==> src/rtl/key_debounce_scan_if.sv <==
// Key channel bundle: raw active-low buttons in, debounced level and edge pulses out.
// The slave modport is the debouncer; the master modport is the button/consumer side.
interface key_debounce_scan_if #(
    parameter int NUM_KEYS = 4
);
    logic [NUM_KEYS-1:0] key_n;
    logic [NUM_KEYS-1:0] key_level;
    logic [NUM_KEYS-1:0] key_press;
    logic [NUM_KEYS-1:0] key_release;

    modport master (output key_n, input key_level, input key_press, input key_release);
    modport slave  (input key_n, output key_level, output key_press, output key_release);
endinterface

==> src/rtl/key_debounce_scan.sv <==
// Per-key synchroniser, debounce FSM and press/release pulse generator for active-low buttons.
// Optional auto-repeat of key_press while a key is held: define KEY_REPEAT_EN.
module key_debounce_scan #(
    parameter int NUM_KEYS        = 4,
    parameter int DEBOUNCE_CYCLES = 240000,
    parameter int REPEAT_DELAY    = 6000000,
    parameter int REPEAT_PERIOD   = 1200000
) (
    input  logic                  clk,
    input  logic                  rst_n,
    key_debounce_scan_if.slave    kif
);
    localparam int MAX_A   = (DEBOUNCE_CYCLES > REPEAT_DELAY) ? DEBOUNCE_CYCLES : REPEAT_DELAY;
    localparam int MAX_CNT = (MAX_A > REPEAT_PERIOD) ? MAX_A : REPEAT_PERIOD;
    localparam int CNT_W   = (MAX_CNT > 1) ? $clog2(MAX_CNT) : 1;
    localparam logic [CNT_W-1:0] DEB_LAST = CNT_W'(DEBOUNCE_CYCLES - 1);
`ifdef KEY_REPEAT_EN
    localparam logic [CNT_W-1:0] RPT_DELAY_LAST  = CNT_W'(REPEAT_DELAY - 1);
    localparam logic [CNT_W-1:0] RPT_PERIOD_LAST = CNT_W'(REPEAT_PERIOD - 1);
`endif

    typedef enum logic [1:0] {IDLE, PRESS_WAIT, PRESSED, RELEASE_WAIT} state_t;

    logic [NUM_KEYS-1:0] sync1_r;
    logic [NUM_KEYS-1:0] sync2_r;
    logic [NUM_KEYS-1:0] level_vec_s;
    logic [NUM_KEYS-1:0] press_vec_s;
    logic [NUM_KEYS-1:0] release_vec_s;

    // Two-flop synchroniser; resets to released so reset exit never looks like a press.
    always_ff @(posedge clk or negedge rst_n) begin
        if (!rst_n) begin
            sync1_r <= '1;
            sync2_r <= '1;
        end else begin
            sync1_r <= kif.key_n;
            sync2_r <= sync1_r;
        end
    end

    for (genvar gi = 0; gi < NUM_KEYS; gi++) begin : g_key
        state_t           state_r, state_s;
        logic [CNT_W-1:0] cnt_r, cnt_s;
        logic             level_r, level_s;
        logic             press_r, press_s;
        logic             release_r, release_s;
`ifdef KEY_REPEAT_EN
        logic             rep_r, rep_s;
`endif

        // Per-key state, counter and registered outputs.
        always_ff @(posedge clk or negedge rst_n) begin
            if (!rst_n) begin
                state_r   <= IDLE;
                cnt_r     <= '0;
                level_r   <= 1'b0;
                press_r   <= 1'b0;
                release_r <= 1'b0;
`ifdef KEY_REPEAT_EN
                rep_r     <= 1'b0;
`endif
            end else begin
                state_r   <= state_s;
                cnt_r     <= cnt_s;
                level_r   <= level_s;
                press_r   <= press_s;
                release_r <= release_s;
`ifdef KEY_REPEAT_EN
                rep_r     <= rep_s;
`endif
            end
        end

        // Debounce next-state logic; counters are cleared or held by state, never wrap.
        always_comb begin
            state_s   = state_r;
            cnt_s     = cnt_r;
            level_s   = level_r;
            press_s   = 1'b0;
            release_s = 1'b0;
`ifdef KEY_REPEAT_EN
            rep_s     = rep_r;
`endif
            case (state_r)
                IDLE: begin
                    cnt_s = '0;
                    if (!sync2_r[gi]) begin
                        state_s = PRESS_WAIT;
                    end else begin
                        state_s = IDLE;
                    end
                end
                PRESS_WAIT: begin
                    if (sync2_r[gi]) begin
                        state_s = IDLE;
                        cnt_s   = '0;
                    end else if (cnt_r == DEB_LAST) begin
                        state_s = PRESSED;
                        press_s = 1'b1;
                        level_s = 1'b1;
                        cnt_s   = '0;
                    end else begin
                        cnt_s = cnt_r + CNT_W'(1);
                    end
                end
                PRESSED: begin
                    if (sync2_r[gi]) begin
                        state_s = RELEASE_WAIT;
                        cnt_s   = '0;
`ifdef KEY_REPEAT_EN
                        rep_s   = 1'b0;
`endif
                    end else begin
`ifdef KEY_REPEAT_EN
                        // First repeat after the long delay, then at the shorter period.
                        if ((!rep_r && cnt_r == RPT_DELAY_LAST) ||
                            (rep_r && cnt_r == RPT_PERIOD_LAST)) begin
                            press_s = 1'b1;
                            cnt_s   = '0;
                            rep_s   = 1'b1;
                        end else begin
                            cnt_s = cnt_r + CNT_W'(1);
                        end
`else
                        cnt_s = '0;
`endif
                    end
                end
                RELEASE_WAIT: begin
                    if (!sync2_r[gi]) begin
                        state_s = PRESSED;
                        cnt_s   = '0;
                    end else if (cnt_r == DEB_LAST) begin
                        state_s   = IDLE;
                        release_s = 1'b1;
                        level_s   = 1'b0;
                        cnt_s     = '0;
                    end else begin
                        cnt_s = cnt_r + CNT_W'(1);
                    end
                end
                default: begin
                    state_s = IDLE;
                    cnt_s   = '0;
                    level_s = 1'b0;
                end
            endcase
        end

        assign level_vec_s[gi]   = level_r;
        assign press_vec_s[gi]   = press_r;
        assign release_vec_s[gi] = release_r;
    end

    assign kif.key_level   = level_vec_s;
    assign kif.key_press   = press_vec_s;
    assign kif.key_release = release_vec_s;
endmodule

==> src/flat_wrapper.sv <==
// flat-port wrapper written by rule: the top's interface ports become plain ports
module key_debounce_scan_flat 
#(
    parameter int NUM_KEYS        = 4,
    parameter int DEBOUNCE_CYCLES = 240000,
    parameter int REPEAT_DELAY    = 6000000,
    parameter int REPEAT_PERIOD   = 1200000
)
  (clk, rst_n, kif_key_n, kif_key_level, kif_key_press, kif_key_release);
  key_debounce_scan_if #(.NUM_KEYS(NUM_KEYS)) kif_i ();
  input  logic clk;
  input  logic rst_n;
  input wire logic [$bits(kif_i.key_n)-1:0] kif_key_n;
  output wire logic [$bits(kif_i.key_level)-1:0] kif_key_level;
  output wire logic [$bits(kif_i.key_press)-1:0] kif_key_press;
  output wire logic [$bits(kif_i.key_release)-1:0] kif_key_release;
  assign kif_i.key_n = kif_key_n;
  assign kif_key_level = kif_i.key_level;
  assign kif_key_press = kif_i.key_press;
  assign kif_key_release = kif_i.key_release;
  key_debounce_scan #(.NUM_KEYS(NUM_KEYS), .DEBOUNCE_CYCLES(DEBOUNCE_CYCLES), .REPEAT_DELAY(REPEAT_DELAY), .REPEAT_PERIOD(REPEAT_PERIOD)) u_core (.clk(clk), .rst_n(rst_n), .kif(kif_i));
endmodule
==> config.mk <==
export PLATFORM = sky130hd
export DESIGN_NAME = key_debounce_scan_flat
export DESIGN_NICKNAME = d
export VERILOG_FILES = /design/src/rtl/key_debounce_scan_if.sv /design/src/rtl/key_debounce_scan.sv /design/src/flat_wrapper.sv
export SDC_FILE = /design/constraint.sdc
export NUM_CORES = 1
export LEC_CHECK = 0
export ABC_AREA = 0
export ABC_CLOCK_PERIOD_IN_PS = 4900
export BUFFER_PORTS_ARGS = -buffer_cell sky130_fd_sc_hd__clkbuf_2
export CAP_MARGIN = 0
export CORE_MARGIN = 2
export CORE_UTILIZATION = 49
export DETAILED_ROUTE_END_ITERATION = 8
export PLACE_DENSITY_LB_ADDON = 0.05
export SLEW_MARGIN = 0
export SYNTH_ARGS = -nofsm -noshare
export SYNTH_HDL_FRONTEND = slang
export SYNTH_SLANG_ARGS = --single-unit
==> constraint.sdc <==
create_clock -name clk -period 4.9 [get_ports clk]
set_input_delay 0.245 -clock clk [delete_from_list [all_inputs] [get_ports clk]]
set_output_delay 0.245 -clock clk [all_outputs]
set_load 0.005 [all_outputs]
-- Word-level counts from Yosys, hierarchy flattened
Index checks and enable logic that the tools add are counted.
- $add $sub $neg: 4
- mux-type cells: 84
- equality and inequality tests: 44
- reduce and logical (&&, ||, !) cells: 20
- operators with widths (operator ; count):
    $mux W23 ; 12
    $pmux W23 S3 ; 4
    $add A23 B1 Y23 const B ; 4
    $eq A23 B18 Y1 const B ; 4
    $mux W1 ; 40
    $mux W2 ; 20
    $ne A2 B1 Y1 const B ; 16
    $pmux W2 S4 ; 4
    $reduce_and A5 Y1 ; 4
    $eq A2 B2 Y1 const B ; 8
    $ne A3 B1 Y1 const B ; 4
    $ne A3 B3 Y1 const B ; 4
    $reduce_and A3 Y1 ; 4
    $eq A2 B1 Y1 const B ; 4
    $logic_not A2 Y1 ; 4
    $ne A2 B2 Y1 const B ; 4
    $pmux W1 S2 ; 4
    $reduce_bool A2 Y1 ; 4
    $reduce_or A2 Y1 ; 4
- word-level logic and storage cells: 174
- bits in registers: 120
- input bits: 6
- output and inout bits: 12

-- Longest topological paths before layout
Gate-level depths: netlist of the first run.
- depth after elaboration: 4
- mapped depth: 7
- depth with buffers taken out: 5

-- Worst setup path after synthesis of the first run
No wires, ideal clock.
- kind: reg-to-reg
- start: register u_core.g_key[2].cnt_r[14]
- end: register u_core.g_key[2].level_r
- data required time: 4776 ps
- setup slack: 2778 ps
- data arrival time: 1998 ps
- cell stages (with the launch flop): 5
- library setup time: 124 ps
- cells stage by stage: dfrtp_1 > or4_4 > or4_4 > or2_1 > a211o_1
- longest elaborated chain between the ends: 3
- elaborated cells on any way between the ends: 4
- classes of those cells: eq/ne: 3; reduce/logical: 1
- ends and longest elaborated chain (element ; line ; text):
    start: declaration ; key_debounce_scan.sv:43 ; logic [CNT_W-1:0] cnt_r, cnt_s;
    start signal: assignment ; key_debounce_scan.sv:64 ; cnt_r <= cnt_s;
    $eq A23 B18 Y1 (*) ; key_debounce_scan.sv:97, key_debounce_scan.sv:133 ;
    $ne A2 B1 Y1 (no source line) ; -- ;
    $reduce_and A5 Y1 (no source line) (*) ; -- ;
    end signal: assignment ; key_debounce_scan.sv:65 ; level_r <= level_s;
    end: declaration ; key_debounce_scan.sv:44 ; logic level_r, level_s;
Mark *: on every way between the ends. The rest lies on a longest branch, timed or not.
A chain may end at the register's enable or synchronous reset.

-- Worst setup path in the final report of the first run
- start: register u_core.g_key[3].cnt_r[0]
- end: register u_core.g_key[3].level_r
- longest elaborated chain between the ends: 3
- elaborated cells on any way between the ends: 4
- classes of those cells: eq/ne: 3; reduce/logical: 1
- ends and longest elaborated chain (element ; line):
    start: declaration ; key_debounce_scan.sv:43
    start signal: assignment ; key_debounce_scan.sv:64
    $eq A23 B18 Y1 (*) ; key_debounce_scan.sv:97, key_debounce_scan.sv:133
    $ne A2 B1 Y1 (no source line) ; --
    $reduce_and A5 Y1 (no source line) (*) ; --
    end signal: assignment ; key_debounce_scan.sv:65
    end: declaration ; key_debounce_scan.sv:44
Marks and branches as above.

==> results of run 1 <==
## worst max-delay path: stages, from the launching register on
cell and delay (ns):
dfrtp_1 0.38, ha_1 0.19, and3_1 0.40, nand2_1 0.23, or4_1 0.62, a211o_1 0.32
## how the worst max path moves through the flow
stage,slack (ns),end,start
floorplan,2.78,u_core.g_key[2].level_r,u_core.g_key[2].cnt_r[14]
global placement,2.74,u_core.g_key[2].level_r,u_core.g_key[2].cnt_r[14]
detailed placement,2.67,u_core.g_key[3].level_r,u_core.g_key[3].cnt_r[0]
CTS,2.66,u_core.g_key[3].level_r,u_core.g_key[3].cnt_r[0]
global route,2.54,u_core.g_key[3].level_r,u_core.g_key[3].cnt_r[0]
finish,2.64,u_core.g_key[3].level_r,u_core.g_key[3].cnt_r[0]
## stage by stage
stage	hold WS, ns	instance area [µm²]	power (W)
after global routing	0.0449	6560	0.00242
final	-0.0439	6560	0.00234
after detailed placement	0.334	5900	0.00107
after CTS	0.00119	6560	0.00237
after floorplan	-0.0506	5760	0.00104
after global placement	0.332	5900	0.00107
## synthesized netlist by cell type, drive strengths merged, types with 4 or more instances
library cell    n  area (µm²)
inv            14        52.6
nor2           69         259
dfrtp         112        2800
or4            22         173
a21oi          34         170
or3            19         119
buf            14         100
nor3           10        50.1
nor4           12        75.1
and2           12        75.1
and4           10        88.8
xor2           21         184
nand4          22         138
ha              4        50.1
o31ai          17         128
clkbuf         17        63.8
o21ai          18        90.1
dfstp           8         210
nor4b           7        61.3
xnor2          31         272
and3           11        68.8
a21boi          4        30.0
a211o           4        35.0
nand2          35         131
nand3          38         190
## power by group through the flow
stage	registers (W)	logic (W)	clock network (W)
5_1_grt	0.00101	0.0000570	0.00135
2_1_floorplan	0.00103	0.0000189	0
3_5_place_dp	0.00103	0.0000480	0
6_report	0.00101	0.0000485	0.00128
3_3_place_gp	0.00103	0.0000473	0
4_1_cts	0.00101	0.0000509	0.00131
## cells by family (layout without fill, tap and decap cells)
| logic type | Yosys count | in the layout | share of synthesized area |
|---|---|---|---|
| and+or+nand+nor | 274 | 274 | 0.257 |
| adders and majority gates | 4 | 4 | 0.00868 |
| AOI/OAI and AO/OA | 84 | 84 | 0.0894 |
| DFF | 120 | 120 | 0.523 |
| muxes | 3 | 3 | 0.00521 |
| buffers and inverters | 45 | 69 | 0.0376 |
| xor gates and xnor gates | 52 | 52 | 0.0790 |
## routing by layer
| layer | vias to the layer above | part of all wire |
|---|---|---|
| li1 | 2106 | - |
| met1 | 2139 | 0.48 |
| met2 | 48 | 0.48 |
| met3 | 12 | 0.028 |
| met4 | 0 | 0.013 |
| met5 | - | 0 |
## cell type report
class	count	area share
clock inverter	9	0.0183
tap	143	0.0273
timing repair buffer	24	0.0229
inverter	14	0.00802
clock buffer	22	0.0754
sequential	120	0.460
multi-input combinational	417	0.389
## registers in the layout (all words and copies together) (netlist names), named ones only
| name | flops |
|---|---|
| u_core.g_key.press_r | 4 |
| u_core.sync1_r | 4 |
| u_core.g_key.cnt_r | 92 |
| u_core.g_key.release_r | 4 |
| u_core.g_key.level_r | 4 |
| u_core.g_key.state_r | 4 |
| u_core.sync2_r | 4 |
## cell usage in the layout (no fill, tap or decap), types with 2 or more instances in the layout
cell type and instances:
a211o_1 4, a21boi_0 4, a21oi_1 34, a31o_2 2, and2_1 12, and3_1 11, and4_1 9, buf_4 4
bufinv_16 3, clkbuf_16 17, clkbuf_2 16, clkbuf_8 5, clkinv_2 6, dfrtp_1 112, dfstp_2 8, dlygate4sd3_1 4
ha_1 4, inv_1 14, mux2i_1 3, nand2_1 35, nand3_1 38, nand3b_1 2, nand4_1 22, nor2_1 69
nor3_1 10, nor4_1 12, nor4b_1 7, o21ai_0 18, o31ai_1 16, or3_1 19, or4_1 20, or4_4 2
xnor2_1 31, xor2_1 21
==> impl_metrics.tcl, run 1 <==
set metrics [dict create \
    dieArea_mm2 0.0126 \
    seq_area_mm2 0.00301 \
    grt-ovfl-total 0 \
    grt_start_max_net_pins 72 \
    rsz0062_at_grt "false" \
    ant_nets 0 \
    min_period_ns 2.26 \
    endpoint_kind "flop" \
    yosysSeqAreaShare 0.523 \
    r2r_end "u_core.g_key[3].level_r" \
    synth_nets 592 \
    finalWirelength_mm 11.1 \
    layout_setup_ws_ns 2.64 \
    cts_setup_buffers 0 \
    max_freq_mhz 442 \
    crit_required_ns 5.19 \
    power_switching_share 0.200 \
    tightest_slew_ns 0.919 \
    syn2layout_area_growth_pct 13.7 \
    status "finished, violations left" \
    met2_usage 0.295 \
    dp.cells 714 \
    relSlewSlack 0.388 \
    r2r_start "u_core.g_key[3].cnt_r[0]" \
    multi_input_area_mm2 0.00255 \
    clkPwrFrac 0.548 \
    antenna_found_initial 0 \
    combinationalPowerShare 0.021 \
    whs_ns -0.0439 \
    drt_pass1_iterations 5 \
    critPathMaxFanout 10 \
    synth.distinct_cells 41 \
    cts_sinks 120 \
    core-area_mm2 0.0115 \
    critPathKind "reg2reg" \
    p_switching_w 0.000467 \
    dp_hpwl_mm 7.16 \
    route.detailed.drc 0 \
    final_core_util 0.572 \
    clk_latency_ns 0.41 \
    synth_area_mm2 0.00576 \
    intPower_w 0.00187 \
    cp_data_arrival_time_ns 2.56 \
    setup_viol 0 \
    dpl_worst_slack_ns 2.67 \
    stdcell_count 749 \
    fin_tns_setup_ns 0 \
    final_nets 604 \
    cellLeakagePower_nw 2.65 \
    maxSlewViolCount 0 \
    drive_above_1_share 0.111 \
    wl_per_cell_um 14.8 \
    p_per_area_mw_per_mm2 357 \
    synth-seq-cells 120 \
    groute.layer.met3.usage 0.0572 \
    synth-edff-count 0 \
    htreeDepth 4 \
    fin_skew_ns 0.00393 \
    synth_ff_type "dfrtp_1" \
    vias 4305 \
    gp_congestion 0.780 \
    numPortBuffers 17 \
    avgSynthCellArea_um2 9.90 \
    avgViaCountPerCell 5.75 \
    path_clk_slew_ns 0.05 \
    grt_util_met1 0.248 \
    hold_path_class "in2async" \
    num_io_pins 18 \
    grt_usage 0.190 \
    fillers 997 \
    grt_first_pass_wirelength_mm 19.4 \
    clockRootBuffer "clkbuf_16" \
    cts_buffers 17 \
    setup.worst_path.start_class "flop" \
    synthArstFlopShare 1.00 \
    cts_tree "done" \
    hold_violations 37 \
    peakVddDrop_uv 277 \
    postCtsHoldBufs 4 \
    post_cts_resized 0 \
    violations "hold timing" \
    cts_buffer_depth 2 \
    drv_cap 0 \
    drt_iter0_markers 247 \
    grt_pass1_vias 4254 \
    die_w_um 112 \
    synth_warnings 0 \
    num_antenna_cells 0 \
    reg2reg_slack_ns 2.64 \
    top_usage_layer "met2" \
    core.rowCount 39 \
    synthCells 582 \
    finalCritPeriodShare 0.462 \
    p_seq_frac 0.432 \
    initial_core_util 0.503 \
    ff2ff_path_depth 5 \
    die_y_um 112 \
]
Note: power is estimated with default switching activity, not from simulation.
==> run 2, diff against run 1 <==
Settings changed: ABC_AREA 0 to 1, ABC_CLOCK_PERIOD_IN_PS 4900 to 2050.
Clock period 4.9 ns to 2.05 ns, I/O delays scaled along.
==> impl_metrics.tcl, run 2 <==
set metrics [dict create \
    worstPathCellList "ha_1 -> nand3_1 -> nor2_1 -> nand3_1 -> nand2_1 -> buf_4 -> nor3b_1" \
    htreeDepth 4 \
    largest_reg_flops 92 \
    cts_tree "done" \
    critPathKind "reg2reg" \
    fin_skew_ns 0.00799 \
    yosysMostFrequentCell "nand2_1" \
    dieArea_mm2 0.0145 \
    max_freq_mhz 570 \
    p_seq_frac 0.449 \
    regMostFlops "u_core.g_key.cnt_r" \
    finalCritPeriodShare 0.856 \
    cts_buffers 17 \
    cts_setup_buffers 0 \
    crit_family "simple AND/OR/NAND/NOR gates" \
    crit_required_ns 2.37 \
    hold_violations 0 \
    final_nets 955 \
    synth_ff_type "dfrtp_1" \
    relSlewSlack 0.630 \
    yosys-top-cells-count "nand2_1, nor2_1, dfrtp_1" \
    cp_data_arrival_time_ns 2.08 \
    critPathMaxFanout 17 \
    route.detailed.drc 0 \
    synth_top_cell_by_area "dfrtp_1" \
    core.rowCount 42 \
    layout.cells.most_common "nand2_1" \
    cellLeakagePower_nw 3.27 \
    synth_mux_area_frac 0 \
    rsz0062_at_grt "false" \
    synth_warnings 0 \
    synthAdderAreaFrac 0.00751 \
    p_total_w 0.00554 \
    synth_area_leaders "dfrtp_1, nand2_1, nor2_1" \
    combinationalPowerShare 0.060 \
    intPower_w 0.00427 \
    path_clk_slew_ns 0.05 \
    die_y_um 121 \
    antenna_found_initial 0 \
    multi_input_area_mm2 0.00309 \
    synth-seq-cells 120 \
    critical-path-max-stage-delay_ns 0.43 \
    wl_per_cell_um 12.7 \
    clockRootBuffer "clkbuf_16" \
    drt_pass1_iterations 6 \
    core-area_mm2 0.0132 \
    synthArstFlopShare 1.00 \
    setup.worst_path.start_class "flop" \
    mostFrequentLayoutCells "nand2_1, nor2_1, dfrtp_1" \
    worst-path-buf-inv 1 \
    avgSynthCellArea_um2 7.27 \
    seq_area_mm2 0.00301 \
    cpMostUsedCell "nand3_1" \
    num_antenna_cells 0 \
    peakVddDrop_uv 648 \
    cts_buffer_depth 2 \
    drive_above_1_share 0.106 \
    grt_start_max_net_pins 43 \
    gp_congestion 0.915 \
    fin_tns_setup_ns 0 \
    maxSlewViolCount 0 \
    avgViaCountPerCell 5.00 \
    endpoint_kind "flop" \
    fillers 1267 \
    clkPwrFrac 0.491 \
    grt_usage 0.215 \
    synth.distinct_cells 34 \
    clk_latency_ns 0.42 \
    yosysSeqAreaShare 0.452 \
    synth_top_family_by_area "simple AND/OR/NAND/NOR gates" \
    initial_core_util 0.503 \
    grt_pass1_vias 5388 \
    num_io_pins 18 \
    yosys.area_share.simple 0.398 \
    min_period_ns 1.76 \
    tightest_slew_ns 0.555 \
    crit_slowest_cell "dfrtp_1" \
    p_switching_w 0.00127 \
    synth_top_area_frac 0.421 \
    cts_sinks 120 \
    dp_hpwl_mm 10.7 \
    p_per_area_mw_per_mm2 739 \
    syn2layout_area_growth_pct 12.5 \
    synth_area_mm2 0.00666 \
    numPortBuffers 17 \
    grt-ovfl-total 0 \
    drt_iter0_markers 343 \
    status "complete, no violations" \
    grt_first_pass_wirelength_mm 24.9 \
    synth-edff-count 0 \
    synth_xor_area_frac 0.0329 \
    hold_path_class "in2async" \
    synth_compound_area_frac 0.0259 \
    drv_cap 0 \
    ant_nets 0 \
    power_switching_share 0.230 \
    synthCells 916 \
    vias 5661 \
    die_w_um 121 \
    finalWirelength_mm 14.4 \
    synth_nets 926 \
    reg2reg_slack_ns 0.29 \
    post_cts_resized 0 \
    setup_viol 0 \
    postCtsHoldBufs 5 \
]
run 2: power by group through the flow:
stage | sequential (W) | combinational (W) | clock, W
3_3_place_gp | 0.00252 | 0.000322 | 0
4_1_cts | 0.00248 | 0.000339 | 0.00279
2_1_floorplan | 0.00251 | 0.000212 | 0
6_report | 0.00249 | 0.000331 | 0.00272
3_5_place_dp | 0.00252 | 0.000330 | 0
5_1_grt | 0.00249 | 0.000393 | 0.00290
run 2: worst paths after layout:
kind                            cells after the start                        end                     start
worst max register to register                      7   u_core.g_key[1].cnt_r[9]  u_core.g_key[1].cnt_r[0]
worst min register to register                      0          u_core.sync2_r[0]         u_core.sync1_r[0]
worst max-delay path                                7   u_core.g_key[1].cnt_r[9]  u_core.g_key[1].cnt_r[0]
max in group asynchronous                           3          u_core.sync1_r[0]                     rst_n
min in group clk                                    2          u_core.sync1_r[3]              kif_key_n[3]
worst min-delay path                                2  u_core.g_key[2].cnt_r[18]                     rst_n
run 2: stage by stage:
step	util	hold slack (ns)	worst slack, ns	cell area, µm²	cells
CTS	0.566	0.226	0.289	7490	1132
global placement	0.522	0.134	0.329	6910	1097
finish	0.566	0.220	0.294	7490	1132
floorplan	-	-0.193	0.532	6660	916
detailed placement	0.522	0.135	0.294	6910	1097
global route	0.566	0.265	0.0696	7490	1132
run 2: layout make-up:
| class | count | area share |
|---|---|---|
| Clock inverter | 4 | 0.00601 |
| Timing Repair Buffer | 28 | 0.0277 |
| Inverter | 113 | 0.0566 |
| Tap cell | 176 | 0.0294 |
| Clock buffer | 26 | 0.0653 |
| Multi-Input combinational cell | 665 | 0.413 |
| Sequential cell | 120 | 0.402 |
run 2: kinds of logic after synthesis:
| logic type | Yosys count |
|---|---|
| simple gates | 603 |
| buf+inv | 131 |
| flops | 120 |
| compound gates | 33 |
| xor+xnor | 25 |
| fa+ha+maj | 4 |
run 2: per-layer routing:
layer,up-vias,global-route usage,part of all wire
li1,2916,-,-
met1,2633,0.290,0.49
met2,94,0.341,0.46
met3,18,0.0542,0.032
met4,0,0.0698,0.011
met5,-,0,0
